File: src/rtl/ks8_serial_sub.sv
// Multi-cycle WIDTH-bit subtractor: one 8-bit Kogge-Stone slice per cycle, LSB slice first.
// Define KS8_SUB_SIGNED_OVF_EN to add the registered signed-overflow output 'ovf'.
module ks8_serial_sub #(
  parameter int WIDTH = 32
) (
  input  logic             clk,
  input  logic             rst_n,
  input  logic             in_valid,
  output logic             in_ready,
  input  logic [WIDTH-1:0] a,
  input  logic [WIDTH-1:0] b,
  output logic             out_valid,
  input  logic             out_ready,
  output logic [WIDTH-1:0] diff,
  output logic             borrow
`ifdef KS8_SUB_SIGNED_OVF_EN
  ,
  output logic             ovf
`endif
);

  localparam int NSLICE = WIDTH / 8;
  localparam int CW = (NSLICE > 1) ? $clog2(NSLICE) : 1;
  localparam logic [CW-1:0] LAST = CW'(NSLICE - 1);

  typedef enum logic [1:0] {IDLE, RUN, DONE} state_t;

  state_t          state, state_next;
  logic [CW-1:0]   cnt;
  logic            carry;
  logic [WIDTH-1:0] a_q, b_q, diff_q;
  logic            borrow_q;
  logic [CW+2:0]   shamt;
  logic [7:0]      a_sl, b_sl, sum_sl;
  logic            c_out;
`ifdef KS8_SUB_SIGNED_OVF_EN
  logic            ovf_q;
`endif

  // 8-bit Kogge-Stone adder: log2(8)=3 prefix levels, carry-in folded in after the tree.
  function automatic logic [8:0] ks8_add(input logic [7:0] x, input logic [7:0] y,
                                         input logic cin);
    logic [7:0] p, gk, pk, gn, pn, c;
    p  = x ^ y;
    gk = x & y;
    pk = p;
    for (int d = 1; d < 8; d = d * 2) begin
      gn = gk;
      pn = pk;
      for (int i = d; i < 8; i++) begin
        gn[i] = gk[i] | (pk[i] & gk[i-d]);
        pn[i] = pk[i] & pk[i-d];
      end
      gk = gn;
      pk = pn;
    end
    c[0] = cin;
    for (int i = 1; i < 8; i++) begin
      c[i] = gk[i-1] | (pk[i-1] & cin);
    end
    return {gk[7] | (pk[7] & cin), p ^ c};
  endfunction

  assign shamt = {cnt, 3'b000};
  assign a_sl  = 8'(a_q >> shamt);
  assign b_sl  = 8'(b_q >> shamt);
  assign {c_out, sum_sl} = ks8_add(a_sl, ~b_sl, carry);

  always_ff @(posedge clk or negedge rst_n) begin
    if (!rst_n) state <= IDLE;
    else        state <= state_next;
  end

  always_comb begin
    state_next = state;
    in_ready   = 1'b0;
    out_valid  = 1'b0;
    case (state)
      IDLE: begin
        in_ready = 1'b1;
        if (in_valid) state_next = RUN;
      end
      RUN: begin
        if (cnt == LAST) state_next = DONE;
      end
      DONE: begin
        out_valid = 1'b1;
        if (out_ready) state_next = IDLE;
      end
      default: state_next = IDLE;
    endcase
  end

  // The counter parks on the last slice so it never wraps within an operation.
  always_ff @(posedge clk or negedge rst_n) begin
    if (!rst_n) begin
      a_q      <= '0;
      b_q      <= '0;
      diff_q   <= '0;
      cnt      <= '0;
      carry    <= 1'b1;
      borrow_q <= 1'b0;
`ifdef KS8_SUB_SIGNED_OVF_EN
      ovf_q    <= 1'b0;
`endif
    end else begin
      case (state)
        IDLE: begin
          if (in_valid) begin
            a_q    <= a;
            b_q    <= b;
            cnt    <= '0;
            carry  <= 1'b1;
            diff_q <= '0;
          end
        end
        RUN: begin
          diff_q <= diff_q | (WIDTH'(sum_sl) << shamt);
          carry  <= c_out;
          if (cnt == LAST) begin
            borrow_q <= ~c_out;
`ifdef KS8_SUB_SIGNED_OVF_EN
            ovf_q    <= (a_q[WIDTH-1] ^ b_q[WIDTH-1]) & (a_q[WIDTH-1] ^ sum_sl[7]);
`endif
          end else begin
            cnt <= cnt + 1'b1;
          end
        end
        default: ;
      endcase
    end
  end

  assign diff   = diff_q;
  assign borrow = borrow_q;
`ifdef KS8_SUB_SIGNED_OVF_EN
  assign ovf    = ovf_q;
`endif

endmodule

File: config.mk
export PLATFORM = sky130hd
export DESIGN_NAME = ks8_serial_sub
export DESIGN_NICKNAME = d
export VERILOG_FILES = /design/src/rtl/ks8_serial_sub.sv
export SDC_FILE = /design/constraint.sdc
export NUM_CORES = 1
export LEC_CHECK = 0
export CORE_ASPECT_RATIO = 0.9
export CORE_UTILIZATION = 55
export DETAILED_ROUTE_END_ITERATION = 7
export DONT_BUFFER_PORTS = 1
export PLACE_DENSITY = 0.81
export SLEW_MARGIN = 0
export SYNTH_ARGS = -nofsm -noshare
export SYNTH_HDL_FRONTEND = slang
export SYNTH_SLANG_ARGS = --single-unit
File: constraint.sdc
create_clock -name clk -period 5.8 [get_ports clk]
set_clock_uncertainty 0.05 [all_clocks]
set_input_delay 0.87 -clock clk [delete_from_list [all_inputs] [get_ports clk]]
set_output_delay 0.87 -clock clk [all_outputs]
set_load 0.02 [all_outputs]
==> impl_metrics.py, run 1 <==
metrics = {
    "floorplan": {
        "ios": 103,
        "core_mm2": 0.008528,
        "rows": 32,
        "start_util_pct": 56.63,
        "die_x_um": 100.8,
        "die_h_um": 90.90,
        "dieArea_mm2": 0.009160,
    },
    "sta": {
        "slew_headroom_pct": 34.58,
        "setup_viol": 0,
        "rsz0062_at_grt": "no",
        "worst_slew_pin_slew_ns": 0.9813,
        "slew_viol_final": 0,
        "fin_tns_setup_ns": 0,
        "post-route-min-period_ns": 3.117,
        "maxClockFrequency_mhz": 320.8,
        "hold_viol": 0,
        "fin_crit_sh_pct": 53.74,
    },
    "routing": {
        "drcViolationCount": 0,
        "wire_per_inst_um": 19.21,
        "vias": 2820,
        "viasPerCell": 5.987,
        "first_pass_iters": 4,
        "drtIter0Drc": 104,
        "antenna_left": 0,
        "wl_um": 9047,
    },
    "critical_path": {
        "crit_arrival_ns": 3.30,
        "crit_path_max_fanout": 24,
        "reg2reg_from": "cnt[1]",
        "reg2reg_depth": 7,
        "endpoint": "diff[15]",
        "crit_required_ns": 5.98,
        "critPathLaunch": "cnt[1]",
        "r2r_end": "diff[15]",
        "path_class": "reg2reg",
        "worst_setup_path_start_kind": "flip-flop",
        "rrSetupSlack_ns": 2.68,
        "end_kind": "flip-flop",
    },
    "cells_and_area": {
        "final_cell_mix": "dfrtp_1, mux2_2, a22o_1",
        "syn_to_final_growth_pct": 5.648,
        "layout_commonest_cell": "dfrtp_1",
        "diodes": 0,
        "nets": 427,
        "design_area_mm2": 0.005102,
        "drive_gt1_share_pct": 26.99,
    },
    "logic_synthesis": {
        "synth-seq-area-share_pct": 52.88,
        "syn_area_per_cell_um2": 13.53,
        "synth_top_area_share_pct": 52.33,
        "synthCells": 357,
        "yosys-top-cells-area": "dfrtp_1, mux2_2, mux4_2",
        "synth_flop_cell": "dfrtp_1",
        "synth_seq_cells": 102,
        "yosysWarnings": 0,
        "yosys.area.top_type": "dfrtp_1",
        "synth-edff-count": 0,
        "synth_fp_nets": 436,
        "ys_async_sr_fraction_pct": 100.0,
        "syn_area_mm2": 0.004830,
        "synth_cell_types": 50,
    },
    "global_routing": {
        "grt_pass1_vias": 3069,
        "grtUsageTotal_pct": 21.59,
        "grt_pass1_wl_um": 15120,
        "grt_max_degree": 103,
        "overflow": 0,
        "antenna_found_initial": 0,
    },
    "flow_run": {
        "maxCapViolCount": 0,
    },
    "placement": {
        "hpwl_um": 6545,
        "placed_cell_area_mm2": 0.004882,
        "gp_congestion": 0.8563,
        "place.port_buffers": 0,
    },
    "status": {
        "outcome": "completed",
    },
    "cts": {
        "cts_buffers": 9,
        "clkTransAtPathRegs_ns": 0.09,
        "tritoncts": "yes",
        "clk_root_buffer_cell": "clkbuf_8",
        "clk_latency_ns": 0.36,
        "cts_setup_buffers": 0,
        "cts.sinks": 102,
        "cts_buffer_depth": 2,
        "post_cts_resized": 0,
        "hold_buffers": 0,
        "htreeDepth": 3,
    },
    "worst_hold_path": {
        "hp-class": "in2async",
    },
}
## metal layers
metal	global-route usage, %	part of all wire (%)
met5	0	0
met3	8.204	8.7
met4	7.126	1.9
met2	33.50	46
met1	27.97	43
## cell type report
class	instances	area [um^2]
Fill cell	665	3426
Sequential cell	102	2554
Multi-Input combinational cell	220	2116
Clock buffer	10	137.6
Inverter	13	48.80
Tap cell	119	148.9
Timing Repair Buffer	2	15.01
Clock inverter	5	82.58
## stage by stage
stage | util [%] | setup WS (ns) | hold WS [ns] | instances
floorplan | - | 2.913 | 0.4087 | 357
global placement | 57.25 | 2.769 | 0.4240 | 456
detailed placement | 57.25 | 2.685 | 0.4268 | 456
CTS | 59.83 | 2.678 | 0.1294 | 471
global route | 59.83 | 2.508 | 0.1176 | 471
finish | 59.83 | 2.683 | 0.1451 | 471
## how the worst min path moves through the flow
stage	start	to	slack, ns
after floorplan	a_q[19]	a_q[19]	0.41
after global placement	a_q[25]	a_q[25]	0.42
after detailed placement	a_q[20]	a_q[20]	0.43
after CTS	rst_n	diff[8]	0.13
after global routing	rst_n	state[1]	0.12
final	rst_n	diff[8]	0.15
## logic make-up (layout without fill, tap and decap cells)
kind of cell | after synthesis | after routing | share of synthesized area, %
xor+xnor | 4 | 4 | 0.7255
compound gates | 72 | 72 | 11.22
simple gates | 48 | 48 | 5.207
fa+ha+maj | 11 | 11 | 3.005
buf+inv | 35 | 30 | 3.471
flops | 102 | 102 | 52.88
mux | 85 | 85 | 23.50
## sequential cells by signal (all words and copies together), names as in the netlist
signal,count
a_q,32
b_q,32
diff,32
cnt,2
state,2
borrow,1
carry,1
## critical path: stages (launching register included)
cell and delay (ns):
dfrtp_1 0.99, mux4_2 0.41, inv_1 0.08, ha_1 0.30, a211o_1 0.36, a21oi_1 0.19
mux2i_1 0.42, o211ai_1 0.17
## synthesized netlist by cell type, drive strengths merged (2+ instances only)
cell type / instances
nand3: 2
clkbuf: 2
o211a: 2
mux4: 16
ha: 10
nand2: 15
a22o: 18
a21oi: 9
mux2i: 5
o31ai: 4
o21bai: 2
o211ai: 7
nand4bb: 2
inv: 13
xnor2: 2
and3: 2
nand4: 2
nor2: 12
nor2b: 3
xor2: 2
o21ai: 7
a21o: 3
mux2: 64
nand2b: 3
buf: 20
a21boi: 2
o21a: 6
a211oi: 7
dfrtp: 101
Power of run 1 is not shown: default switching activity piles up to over one toggle a cycle in this logic, so the estimate is an artifact.
==> run 2, diff against run 1 <==
- clock period: 5.8 -> 3.2 ns (I/O delays scaled with it)
==> run 2 against run 1 <==
  * Die area stayed put
  * Maximum frequency rose by 9.3%
  * Global-route usage rose by 0.79 points
  * Count of clock-buffer cells in the layout down 1
  * Wire length rose by 4.4%
  * Sequential share of layout area decreased by 0.71 points
  * Critical path depth unchanged
  * Critical endpoint unchanged
  * Highest routed layer unchanged
==> impl_metrics.py, run 2 (synthesis results as in run 1) <==
metrics = {
    "status": {
        "outcome": "completed",
    },
    "cts": {
        "tritoncts": "yes",
        "cts_buffers": 9,
        "post_cts_resized": 0,
        "clk_root_buffer_cell": "clkbuf_8",
        "clkTransAtPathRegs_ns": 0.10,
        "clk_latency_ns": 0.37,
        "cts_buffer_depth": 2,
        "cts.sinks": 102,
        "cts_setup_buffers": 0,
        "htreeDepth": 3,
        "hold_buffers": 2,
    },
    "global_routing": {
        "grt_pass1_vias": 3072,
        "top_usage_layer": "met2",
        "overflow": 0,
        "antenna_found_initial": 0,
        "met2_usage_pct": 34.53,
        "grtUsageMet1_pct": 29.73,
        "grt_util_met3_pct": 8.978,
        "grt_max_degree": 103,
        "grt_pass1_wl_um": 15680,
        "grtUsageTotal_pct": 22.38,
    },
    "placement": {
        "gp_congestion": 0.9089,
        "place.port_buffers": 0,
        "hpwl_um": 6837,
    },
    "sta": {
        "slew_headroom_pct": 30.87,
        "slew_viol_final": 0,
        "hold_viol": 0,
        "maxClockFrequency_mhz": 350.7,
        "worst_slew_pin_slew_ns": 1.037,
        "post-route-min-period_ns": 2.851,
        "rsz0062_at_grt": "no",
        "setup_viol": 0,
        "fin_crit_sh_pct": 89.10,
        "fin_tns_setup_ns": 0,
    },
    "critical_path": {
        "crit_arrival_ns": 3.05,
        "slowest_stage": "mux4_2",
        "worst_setup_path_start_kind": "flip-flop",
        "path_class": "reg2reg",
        "reg2reg_from": "cnt[0]",
        "rrSetupSlack_ns": 0.35,
        "crit_family": "multiplexers",
        "reg2reg_depth": 7,
        "path_buf_inv": 1,
        "crit_path_max_fanout": 9,
        "r2r_end": "diff[15]",
        "end_kind": "flip-flop",
        "crit_chain": "buf_4 > mux4_2 > ha_1 > a211o_1 > a21oi_1 > mux2i_1 > o211ai_1",
        "crit_required_ns": 3.40,
        "cpPeakStageDelay_ns": 0.51,
    },
    "cells_and_area": {
        "drive_gt1_share_pct": 27.73,
        "layout_commonest_cell": "dfrtp_1",
        "nFillCells": 672,
        "diodes": 0,
        "syn_to_final_growth_pct": 7.176,
        "final_cell_mix": "dfrtp_1, mux2_2, a22o_1",
        "nets": 431,
    },
    "floorplan": {
        "die_x_um": 100.8,
        "rows": 32,
        "start_util_pct": 56.63,
        "dieArea_mm2": 0.009160,
        "die_h_um": 90.90,
        "ios": 103,
        "core_mm2": 0.008528,
    },
    "routing": {
        "wire_per_inst_um": 19.84,
        "wl_um": 9446,
        "vias": 2851,
        "first_pass_iters": 4,
        "drcViolationCount": 0,
        "drtIter0Drc": 114,
        "viasPerCell": 5.989,
        "antenna_left": 0,
    },
    "worst_hold_path": {
        "hp-class": "in2reg",
        "hold_path_depth": 1,
        "min-delay-start": "a[20]",
        "holdPathEnd": "a_q[20]",
    },
    "flow_run": {
        "maxCapViolCount": 0,
    },
}
## run 2: cell count changes in the layout (fill, tap and decap cells not counted)
cell,before,now
clkinv_2,1,0
buf_4,2,3
inv_8,0,1
clkinvlp_4,0,1
buf_16,0,1
clkbuf_8,10,9
buf_12,0,1
clkinv_4,1,2
dlygate4sd3_1,0,1
## run 2: through the flow
step | setup WS, ns | hold slack, ns | area (um^2) | std cells | utilization (%)
detailed placement | 0.3799 | 0.1365 | 4910 | 458 | 57.57
global placement | 0.4652 | 0.1371 | 4910 | 458 | 57.57
global route | 0.1758 | 0.1697 | 5176 | 476 | 60.70
finish | 0.3489 | 0.1892 | 5176 | 476 | 60.70
floorplan | 0.3129 | 0.1344 | 4830 | 357 | -
CTS | 0.3480 | 0.1742 | 5176 | 476 | 60.70
## run 2: cell type report
type | instances | area, um^2 | area share [%]
Inverter | 13 | 48.80 | 0.9427
Sequential cell | 102 | 2554 | 49.34
Multi-Input combinational cell | 220 | 2116 | 40.88
Tap cell | 119 | 148.9 | 2.876
Timing Repair Buffer | 6 | 80.08 | 1.547
Clock buffer | 9 | 123.9 | 2.393
Clock inverter | 7 | 105.1 | 2.030
## run 2: worst max path at each step
stage                     depth (start not counted)  endpoint  startpoint  slack, ns
after detailed placement                          7  diff[12]      cnt[0]       0.38
after global placement                            7   diff[4]      cnt[0]       0.47
after global routing                              7  diff[15]      cnt[0]       0.18
after CTS                                         7   diff[4]      cnt[0]       0.35
final                                             7  diff[15]      cnt[0]       0.35
after floorplan                                   9  diff[15]      cnt[0]       0.31
## run 2: routing by layer
metal	vias to the layer above	part of all wire [%]
met4	0	1.0
met3	9	8.3
met1	1444	44
met2	88	47
li1	1310	-
met5	-	0
Power of run 2 is left out for the same reason.
